## src/rtl/pio_event_master.sv

```systemverilog
// pio_event_master
//   Avalon-MM initiator servicing a DATA_WIDTH-bit edge-capturing input PIO.
//   After reset it writes the PIO interrupt mask. On every PIO interrupt it
//   reads the edge-capture register, clears it, reads the current input
//   levels and offers one event on a valid/ready stream. Events arriving
//   while the previous one is still unconsumed are merged into it.
//
// Ports
//   clk, reset_n          system clock, asynchronous active-low reset
//   address, chipselect,  registered Avalon-MM master outputs towards the PIO
//   write_n, writedata
//   readdata              PIO read data (read latency 1)
//   irq                   PIO level interrupt
//   cfg_mask_valid/_ready runtime interrupt-mask rewrite request, cfg_mask data
//   evt_valid/_ready      event stream handshake
//   evt_capture           accumulated edge-capture bits
//   evt_level             input levels read after the clear
//   evt_overrun           event merged with an unconsumed predecessor
module pio_event_master #(
    parameter int                    DATA_WIDTH = 5,
    parameter logic [DATA_WIDTH-1:0] MASK_INIT  = 5'h1F
) (
    input  logic                  clk,
    input  logic                  reset_n,
    output logic [1:0]            address,
    output logic                  chipselect,
    output logic                  write_n,
    output logic [31:0]           writedata,
    input  logic [31:0]           readdata,
    input  logic                  irq,
    input  logic                  cfg_mask_valid,
    input  logic [DATA_WIDTH-1:0] cfg_mask,
    output logic                  cfg_mask_ready,
    output logic                  evt_valid,
    input  logic                  evt_ready,
    output logic [DATA_WIDTH-1:0] evt_capture,
    output logic [DATA_WIDTH-1:0] evt_level,
    output logic                  evt_overrun
);

    typedef enum logic [2:0] {
        S_INIT,
        S_IDLE,
        S_RDCAP,
        S_CLR,
        S_RDDAT,
        S_LATDAT
    } state_t;

    localparam logic [1:0] ADDR_DATA = 2'd0;
    localparam logic [1:0] ADDR_MASK = 2'd2;
    localparam logic [1:0] ADDR_CAP  = 2'd3;

    state_t                state;
    state_t                state_nxt;
    logic [DATA_WIDTH-1:0] mask_lat;
    logic [DATA_WIDTH-1:0] cap_hold;

    logic [1:0]            address_d;
    logic                  chipselect_d;
    logic                  write_n_d;
    logic [31:0]           writedata_d;

    // Only the low DATA_WIDTH bits of the PIO registers carry information.
    logic [31-DATA_WIDTH:0] unused_readdata;
    assign unused_readdata = readdata[31:DATA_WIDTH];

    // State register
    always_ff @(posedge clk or negedge reset_n) begin
        if (!reset_n) begin
            state <= S_INIT;
        end else begin
            state <= state_nxt;
        end
    end

    // Next-state logic
    always_comb begin
        state_nxt = state;
        case (state)
            S_INIT:   state_nxt = S_IDLE;
            S_IDLE: begin
                if (cfg_mask_valid) begin
                    state_nxt = S_INIT;
                end else if (irq) begin
                    state_nxt = S_RDCAP;
                end
            end
            S_RDCAP:  state_nxt = S_CLR;
            S_CLR:    state_nxt = S_RDDAT;
            S_RDDAT:  state_nxt = S_LATDAT;
            S_LATDAT: state_nxt = S_IDLE;
            default:  state_nxt = S_INIT;
        endcase
    end

    // Output logic. Bus registers are loaded from the state the bus cycle
    // belongs to, so RDCAP/CLR/RDDAT appear on the bus while the FSM is in
    // that state. The mask write is the exception: it is launched from INIT
    // and is on the bus during the first IDLE cycle, which places the first
    // write in the first clock after reset release and gives the mask
    // latch a full cycle to settle on a runtime rewrite.
    always_comb begin
        cfg_mask_ready = (state == S_IDLE);
        address_d      = ADDR_DATA;
        chipselect_d   = 1'b0;
        write_n_d      = 1'b1;
        writedata_d    = 32'h0;
        if (state == S_INIT) begin
            address_d    = ADDR_MASK;
            chipselect_d = 1'b1;
            write_n_d    = 1'b0;
            writedata_d  = {{(32-DATA_WIDTH){1'b0}}, mask_lat};
        end else begin
            case (state_nxt)
                S_RDCAP: begin
                    address_d    = ADDR_CAP;
                    chipselect_d = 1'b1;
                end
                S_CLR: begin
                    address_d    = ADDR_CAP;
                    chipselect_d = 1'b1;
                    write_n_d    = 1'b0;
                end
                S_RDDAT: begin
                    address_d    = ADDR_DATA;
                    chipselect_d = 1'b1;
                end
                default: ;
            endcase
        end
    end

    // Bus registers, holding registers and event output register
    always_ff @(posedge clk or negedge reset_n) begin
        if (!reset_n) begin
            address     <= ADDR_DATA;
            chipselect  <= 1'b0;
            write_n     <= 1'b1;
            writedata   <= 32'h0;
            mask_lat    <= MASK_INIT;
            cap_hold    <= '0;
            evt_valid   <= 1'b0;
            evt_capture <= '0;
            evt_level   <= '0;
            evt_overrun <= 1'b0;
        end else begin
            address    <= address_d;
            chipselect <= chipselect_d;
            write_n    <= write_n_d;
            writedata  <= writedata_d;

            if (state == S_IDLE && cfg_mask_valid) begin
                mask_lat <= cfg_mask;
            end

            // Read of the capture register issued in RDCAP returns during CLR.
            if (state == S_CLR) begin
                cap_hold <= readdata[DATA_WIDTH-1:0];
            end

            // The level read issued in RDDAT returns during LATDAT and goes
            // straight into the output register; a spurious service with no
            // captured edge produces no event.
            if (state == S_LATDAT && cap_hold != '0) begin
                if (!evt_valid || evt_ready) begin
                    evt_capture <= cap_hold;
                    evt_level   <= readdata[DATA_WIDTH-1:0];
                    evt_overrun <= 1'b0;
                    evt_valid   <= 1'b1;
                end else begin
                    evt_capture <= evt_capture | cap_hold;
                    evt_level   <= readdata[DATA_WIDTH-1:0];
                    evt_overrun <= 1'b1;
                end
            end else if (evt_valid && evt_ready) begin
                evt_valid <= 1'b0;
            end
        end
    end

endmodule

```

## config.mk

```make
export PLATFORM = sky130hd
export DESIGN_NAME = pio_event_master
export DESIGN_NICKNAME = d
export VERILOG_FILES = /design/src/rtl/pio_event_master.sv
export SDC_FILE = /design/constraint.sdc
export NUM_CORES = 1
export LEC_CHECK = 0
export ABC_AREA = 1
export CORE_MARGIN = 2
export CORE_UTILIZATION = 34
export CTS_CLUSTER_SIZE = 20
export DETAILED_ROUTE_END_ITERATION = 10
export GPL_TIMING_DRIVEN = 0
export PLACE_DENSITY = 0.8
export SLEW_MARGIN = 20
export SYNTH_ARGS = -nofsm -noshare
export SYNTH_HDL_FRONTEND = slang
export SYNTH_SLANG_ARGS = --single-unit
```

## constraint.sdc

```tcl
create_clock -name clk -period 1.1 [get_ports clk]
set_input_delay 0.22 -clock clk [delete_from_list [all_inputs] [get_ports clk]]
set_output_delay 0.22 -clock clk [all_outputs]
set_load 0.01 [all_outputs]
```

---- Word level (Yosys, flattened, before mapping) ----
Cells that the tools add are included.
operators by class
  eq/ne operators ......................... 9
  mux-type cells .......................... 15
  bitwise gates (word level) .............. 1
  reduce and logical (&&, ||, !) cells .... 12
operators by type and width
  operator                                                                number
  3-bit case mux with 5 select lines                                      1
  3-bit by 2-bit equality test with 1-bit output (second input constant)  4
  5-bit two-way mux                                                       2
  3-bit equality test (second input constant)                             3
  1-bit two-way mux                                                       8
  3-bit two-way mux                                                       2
  5-bit bitwise OR                                                        1
  5-bit nonzero test                                                      1
  2-bit two-way mux                                                       2
  2-bit OR reduction                                                      2
  3-bit by 1-bit equality test with 1-bit output (second input constant)  1
  1-bit logical AND                                                       3
  3-bit zero test                                                         1
  3-bit OR reduction                                                      1
  2-bit by 1-bit != test with 1-bit output (second input constant)        1
  2-bit AND reduction                                                     1
  2-bit nonzero test                                                      1
  1-bit zero test                                                         1
  1-bit logical OR                                                        1
word-level totals
  register bits ........................... 61
  input port bits ......................... 42
  output and inout bits ................... 49
  word-level logic and storage cells ...... 48

---- Logic depth before layout (Yosys ltp) ----
Gate-level depths: netlist (run 1).
  depth after elaboration ................. 7
  gate-level depth with buffers ........... 7
  gate-level depth less buffers ........... 6

---- Worst setup path after synthesis (run 1) ----
No wires, ideal clock.
  kind .................................... register to register
  from .................................... register state[1]
  to ...................................... register mask_lat[0]
  setup time .............................. 0.076 ns
  data arrival time ....................... 1.080 ns
  data required time ...................... 1.024 ns
  setup slack ............................. -0.056 ns
  stages on the path, launching flop included .. 7
  cells stage by stage .................... dfrtp_1 -> inv_2 -> nand2_1 -> nor2_2 -> nand2_1 -> nand2_1 -> nand2_1
on the way
  longest elaborated chain between the ends .. 2
RTL lines
  what                                            line  source
  from (decl)                                     54    state_t state;
  from (signal assigned)                          73    state <= state_nxt;
  3-bit by 1-bit equality test with 1-bit output  n/a
  named net cfg_mask_ready                        33    output logic cfg_mask_ready,
  1-bit logical AND                               153   if (state == S_IDLE && cfg_mask_valid) begin
  to (signal assigned)                            154   mask_lat <= cfg_mask;
  to (decl)                                       56    logic [DATA_WIDTH-1:0] mask_lat;
The timed path passes the listed nets, and every way through them passes these cells.
A chain may end at the register's enable or synchronous reset.

---- Worst setup path in the final report (run 1) ----
  from .................................... register state[1]
  to ...................................... output port cfg_mask_ready
on the way
  longest elaborated chain between the ends .. 1
RTL lines
  what                                            line  source
  3-bit by 1-bit equality test with 1-bit output  104   cfg_mask_ready = (state == S_IDLE);
  to (decl)                                       33
No other way between the ends.

==> reports/qor.yml, run 1 <==
layout:
  area_delta_synth_final_pct: 44.3
  final_nets: 316
  nFillCells: 470
  instances_no_fill: 329
  utilization_pct: 50.1
  regArea_um2: 861
  diodes: 0
  drive_above_1_share_pct: 33.5
  multi_input_area_um2: 574
grt:
  grt_max_degree: 35
  grt_use_total_pct: 13.2
  grt_first_pass_wirelength_um: 5290
  first_global_vias: 1217
  antenna_found_initial: 0
  overflow: 0
detailed_routing:
  drt-vias-per-instance: 4.06
  drtPass1Iterations: 6
  drc: 0
  drt_iter0_markers: 51
  route.antenna.remaining_nets: 0
  vias: 1337
  wl_per_cell_um: 10.0
  drt-total-wl_um: 3310
synthesis:
  synth_enable_flop_cells: 0
  ys_types: 16
  ys_warn_count: 0
  synth_xor_xnor_area_share_pct: 0
  seq_area_frac_synth_pct: 53.4
  synth_compound_area_share_pct: 3.27
  syn_avg_cell_area_um2: 8.33
  synthSimpleGateAreaFrac_pct: 24.4
  synthAdderAreaFrac_pct: 0
  muxShareOfSynthArea_pct: 0
  synth_area_leader_cell: "dfrtp_1"
  syn_inst: 193
  ys_seq_elements: 34
  synth_flop_cell: "dfrtp_1"
  synth_top_area_share_pct: 43.6
  synth_top_family_by_area: "simple AND/OR/NAND/NOR gates"
  synth.area.top_cells: "dfrtp_1 (44%), nand2_1 (14%), buf_4 (13%), dfstp_2 (9.8%), nand3_1 (5.9%)"
  syn-cell-area_um2: 1610
  async_reset_ff_share_pct: 100
worst_setup_path:
  crit_family: "flip-flops"
  crit_buf_inv: 2
  critPathCaptureType: "primary output"
  critPathArrivalTime_ns: 1.04
  crit_type: "register to primary output"
  slowest_delay_ns: 0.39
  path_max_fanout: 2
  cp.required_ns: 0.88
  path_cells: "inv_2 -> nand2_4 -> nor2_4 -> buf_6"
  worstSetupStartpointType: "register"
  critPathSlowestCell: "dfrtp_1"
placement:
  dp_cells: 308
  place.gp.congestion: 0.821
  pre_cts_slack_ns: -0.436
  hpwl_um: 2350
  port_buffers: 35
sta:
  tightest_slew_ns: 0.730
  hold_viol_final: 15
  setup_violations: 15
  tns_ns: -0.986
  slew_violations: 0
  whs_ns: -0.0168
  fin_ws_ns: -0.156
  post-route-period-util_pct: 114
  period_needed_ns: 1.26
  rsz0062_at_grt: "yes"
  fmax_mhz: 796
  skew_ns: 0.00490
  max_slew_margin_pct: 51.4
clock_network:
  tritoncts: "done"
  clk_latency_ns: 0.29
  cts_root_buffer: "clkbuf_8"
  postCtsHoldBufs: 0
  clock-sinks: 34
  clock_path_buffers: 2
  cts_made_buffers: 5
  htreeDepth: 2
  cts.clk_slew.worst_paths_ns: 0.07
floorplanning:
  io_pins: 91
  start_util_pct: 34.7
  core_area_um2: 4630
  die_area_um2: 5290
  die_h_um: 72.8
  fp.dieW_um: 72.8
  rows: 25
power:
  max-vdd-ir-drop_v: 0.00129
  power.leakage_nw: 1.31
  powerDensity_nw_per_um2: 2610
hold_path:
  hp-class: "input pin to asynchronous set/reset pin"
flow_run:
  cap_violations: 0
status:
  outcome: "finished with violations"
  violations: "hold timing, setup timing"
[sequential cells by signal, indices dropped and copies added (netlist names)]
signal,cells
address,2
cap_hold,5
chipselect,1
evt_capture,5
evt_level,5
evt_overrun,1
evt_valid,1
mask_lat,5
state,3
write_n,1
writedata,5
[cells by family after synthesis]
| logic type | count (synthesis) |
|---|---|
| flops | 34 |
| other cells | 1 |
| simple gates | 96 |
| compound gates | 10 |
| buf+inv | 52 |
[what timing repair did]
action | in CTS | in global routing
hold endpoints to repair | 0 | 0
pin swaps | 1 | 1
endpoints found under the setup margin | 47 | 35
resized for setup | 98 | 7
setup buffers | 12 | 1
[layout by cell type (no fill, tap or decap), types with 2 or more instances in the layout]
master,netlist,final
dfstp_2,6,6
dfrtp_2,0,2
bufinv_16,0,2
nand3_1,19,18
clkdlybuf4s50_1,0,12
inv_1,19,19
nand2_1,60,56
nand2_2,0,3
nor2_2,2,2
o21ai_0,3,2
buf_6,0,5
dfrtp_1,28,26
buf_2,3,20
buf_4,27,40
a21oi_1,6,6
nor2_1,14,13
clkbuf_8,0,7
conb_1,1,27
[through the flow]
stage | area [um2] | power (mW)
global placement | 2140 | 4.49
CTS | 2330 | 6.12
detailed placement | 2130 | 4.57
finish | 2320 | 6.06
floorplan | 1720 | 3.48
global route | 2320 | 6.51
[where the power goes]
group          internal, mW  leakage, nW  switching [mW]
clock                 0.966       0.0714           0.455
sequential             1.90        0.407           0.292
combinational          1.13        0.836            1.32
total                  3.99         1.31            2.07
[cell usage after synthesis, drive strengths merged, types with 2 or more instances]
| master | number |
|---|---|
| a21oi | 6 |
| buf | 30 |
| clkbuf | 2 |
| dfrtp | 28 |
| dfstp | 6 |
| inv | 20 |
| nand2 | 60 |
| nand3 | 19 |
| nor2 | 16 |
| o21ai | 3 |
[worst register-to-register path, stage by stage, from the launching register on]
cell and delay [ns]:
dfrtp_1 0.39, inv_2 0.08, nand2_4 0.06, nor2_2 0.18, nand2_2 0.10, buf_6 0.15
nand2_1 0.05, nand2_1 0.05
[routing by layer]
metal	part of all wire, %	global-route usage, %
met2	52	24.0
met4	1.1	4.94
met5	0	0
met3	6.4	4.56
met1	41	14.0
[final timing paths]
kind | start | end | slack [ns] | depth (start not counted)
max reg2reg | state[1]$_DFF_PN0_ | evt_level[1]$_DFFE_PN0P_ | -0.08 | 7
min | reset_n | evt_capture[2]$_DFFE_PN0P_ | -0.02 | 1
min reg2reg | mask_lat[1]$_DFFE_PN1P_ | mask_lat[1]$_DFFE_PN1P_ | 0.46 | 2
max in group asynchronous | reset_n | state[0]$_DFF_PN0_ | 0.60 | 1
min in group clk | cfg_mask_valid | mask_lat[1]$_DFFE_PN1P_ | 0.27 | 3
max | state[1]$_DFF_PN0_ | cfg_mask_ready | -0.16 | 4
[cell type report]
cell class                 instances  area share (%)
buffer                            32            10.9
tap                               54            2.91
inverter                          20            3.24
multi-input combinational        133            24.8
timing repair buffer              48            14.9
clock buffer                       6            3.56
sequential                        34            37.1
clock inverter                     2            2.59
No activity file was read; power rests on OpenSTA's default activity.
==> run 2: changes to the inputs <==
--- a/config.mk
+++ b/config.mk
@@ -7,11 +7,11 @@
 export LEC_CHECK = 0
 export ABC_AREA = 1
 export CORE_MARGIN = 2
-export CORE_UTILIZATION = 34
+export CORE_UTILIZATION = 35
 export CTS_CLUSTER_SIZE = 20
 export DETAILED_ROUTE_END_ITERATION = 10
 export GPL_TIMING_DRIVEN = 0
-export PLACE_DENSITY = 0.8
+export PLACE_DENSITY = 0.79
 export SLEW_MARGIN = 20
 export SYNTH_ARGS = -nofsm -noshare
 export SYNTH_HDL_FRONTEND = slang
==> constraint.sdc (replaced) <==
create_clock -name clk -period 1.5 [get_ports clk]
set_input_delay 0.3 -clock clk [delete_from_list [all_inputs] [get_ports clk]]
set_output_delay 0.3 -clock clk [all_outputs]
set_load 0.01 [all_outputs]
==> run 2 against run 1 <==
  * The flow now finishes without violations
  * Highest routed layer unchanged
  * First-iteration DRC count decreased by 39%
  * Critical path depth decreased by 3
  * Largest cell class unchanged
  * Critical endpoint is now writedata[2]
  * Clock power decreased by 52%
  * Largest power group unchanged
==> reports/qor.yml, run 2 (synthesized netlist as in run 1, its figures left out) <==
worst_setup_path:
  crit_family: "buffers and inverters"  # was flip-flops
  cp.required_ns: 1.20  # was 0.88 ns
  critPathCaptureType: "primary output"  # unchanged
  worstSetupStartpointType: "register"  # unchanged
  crit_buf_inv: 1  # was 2
  path_max_fanout: 1  # was 2
  slowest_delay_ns: 0.54  # was 0.39 ns
  critPathSlowestCell: "clkdlybuf4s50_1"  # was dfrtp_1
  crit_type: "register to primary output"  # unchanged
  critPathArrivalTime_ns: 1.16  # was 1.04 ns
  path_cells: "clkdlybuf4s50_1"  # was inv_2 -> nand2_4 -> nor2_4 -> buf_6
grt:
  grt_use_total_pct: 12.7  # was 13.2%
  antenna_found_initial: 0  # unchanged
  first_global_vias: 1207  # was 1,217
  grt_first_pass_wirelength_um: 5180  # was 5290 um
  grt_max_degree: 35  # unchanged
  overflow: 0  # unchanged
sta:
  period_needed_ns: 1.46
  rsz0062_at_grt: "no"  # was yes
  post-route-period-util_pct: 97.7
  fmax_mhz: 683
  slew_violations: 0  # unchanged
  hold_viol_final: 0  # was 15
  tns_ns: 0  # was -0.986 ns
  fin_ws_ns: 0.0351  # was -0.156 ns
  whs_ns: 0.340  # was -0.0168 ns
  setup_violations: 0  # was 15
  skew_ns: 0.00483  # was 0.00490 ns
detailed_routing:
  route.antenna.remaining_nets: 0  # unchanged
  drc: 0  # unchanged
  drt_iter0_markers: 31  # was 51
  wl_per_cell_um: 9.81  # was 10.0 um
  drt-vias-per-instance: 4.11  # was 4.06
  drt-total-wl_um: 3140  # was 3310 um
  drtPass1Iterations: 4  # was 6
  vias: 1315  # was 1,337
clock_network:
  cts_made_buffers: 5  # unchanged
  cts.clk_slew.worst_paths_ns: 0.07  # about the same
  clock_path_buffers: 2  # unchanged
  clock-sinks: 34  # unchanged
  htreeDepth: 2  # unchanged
  tritoncts: "done"  # unchanged
  cts_root_buffer: "clkbuf_8"  # unchanged
  clk_latency_ns: 0.28  # was 0.29 ns
floorplanning:
  start_util_pct: 36.7  # was 34.7%
  core_area_um2: 4380  # was 4630 um2
  io_pins: 91  # unchanged
  fp.dieW_um: 71.8  # was 72.8 um
  rows: 24  # was 25
  die_h_um: 71.8  # was 72.8 um
  die_area_um2: 5150  # was 5290 um2
flow_run:
  cap_violations: 0  # unchanged
placement:
  pre_cts_slack_ns: -0.226  # was -0.436 ns
  place.gp.congestion: 0.813  # was 0.821
  port_buffers: 35  # unchanged
  hpwl_um: 2300  # was 2350 um
  place_area_um2: 2140  # was 2130 um2
power:
  powerDensity_nw_per_um2: 1760  # was 2610 nW/um2
  max-vdd-ir-drop_v: 0.00107  # was 0.00129 V
  p_sw_mw: 1.41  # was 2.07 mW
  p_clk_share_pct: 16.9  # was 23.5%
  power_frac_comb_pct: 42.8  # was 40.4%
  p_int_mw: 2.61  # was 3.99 mW
  pwr-share-seq_pct: 40.3  # was 36.1%
  power.leakage_nw: 1.28  # was 1.31 nW
  p_sw_share_pct: 35.2  # was 34.1%
layout:
  layout_common_cells: "nand2_1 (59), buf_4 (31), dfrtp_1 (28)"  # was nand2_1 (56), buf_4 (40), conb_1 (27)
  final_nets: 309  # was 316
  drive_above_1_share_pct: 20.1  # was 33.5%
  nFillCells: 432  # was 470
  area_delta_synth_final_pct: 41.8  # was 44.3%
  fin_area_um2: 2280  # was 2320 um2
  diodes: 0  # unchanged
  utilization_pct: 52.0  # was 50.1%
  layout.cells.most_common: "nand2_1"  # unchanged
status:
  outcome: "complete, no violations"  # was finished with violations
hold_path:
  hp-class: "input pin to register"  # was input pin to asynchronous set/reset pin
run 2: worst paths after layout:
path / depth (start not counted) / endpoint / slack (ns) / from
setup / recovery: 1 / writedata[2] / 0.04 / writedata[2]$_DFF_PN0_
hold / removal: 3 / mask_lat[2]$_DFFE_PN1P_ / 0.34 / cfg_mask_valid
setup reg to reg: 7 / evt_capture[2]$_DFFE_PN0P_ / 0.23 / state[1]$_DFF_PN0_
hold reg to reg: 2 / mask_lat[2]$_DFFE_PN1P_ / 0.46 / mask_lat[2]$_DFFE_PN1P_
max in group asynchronous: 3 / mask_lat[2]$_DFFE_PN1P_ / 0.75 / reset_n
min in group asynchronous: 3 / evt_valid$_DFFE_PN0P_ / 0.51 / reset_n
run 2: repair_timing:
| action | in CTS | in global routing |
|---|---|---|
| hold endpoints to repair | 28 | 0 |
| endpoints found under the setup margin | 6 | 5 |
| resized for setup | 11 | 5 |
| hold buffers | 1 | 0 |
| buffers inserted | 1 | 3 |
| pin swaps | 1 | 0 |
run 2: power by group through the flow:
stage / clock network [mW] / logic, mW / registers, mW
floorplan: 0 / 0.795 / 1.73
finish: 0.681 / 1.72 / 1.62
global placement: 0 / 1.63 / 1.63
CTS: 0.707 / 1.67 / 1.63
global route: 0.751 / 1.94 / 1.67
detailed placement: 0 / 1.68 / 1.64
run 2: area by class of cell:
| cell class | instances | area [um2] | area share (%) |
|---|---|---|---|
| plain buffers | 32 | 225 | 9.88 |
| clock buffers | 7 | 86.3 | 3.79 |
| clock inverters | 1 | 5.00 | 0.220 |
| inverters | 20 | 75.1 | 3.29 |
| multi-input cells | 133 | 554 | 24.3 |
| flip-flops and latches | 34 | 858 | 37.7 |
| well taps | 52 | 65.1 | 2.85 |
| repair buffers | 41 | 410 | 18.0 |
run 2: worst min-delay path: cells and delay by family:
family	cells	cell delay, ns
buf+inv	1	0.16
simple gates	2	0.16
run 2: routing by layer:
layer  GRT usage, %  wire [um]
met1           15.2       1310
met2           21.3       1560
met3           3.94        233
met4           5.24         34
met5              0          0
run 2: through the flow:
step	total power, mW	std cells
2_1_floorplan	2.53	219
3_3_place_gp	3.26	306
3_5_place_dp	3.32	307
4_1_cts	4.01	317
5_1_grt	4.36	320
6_report	4.02	320
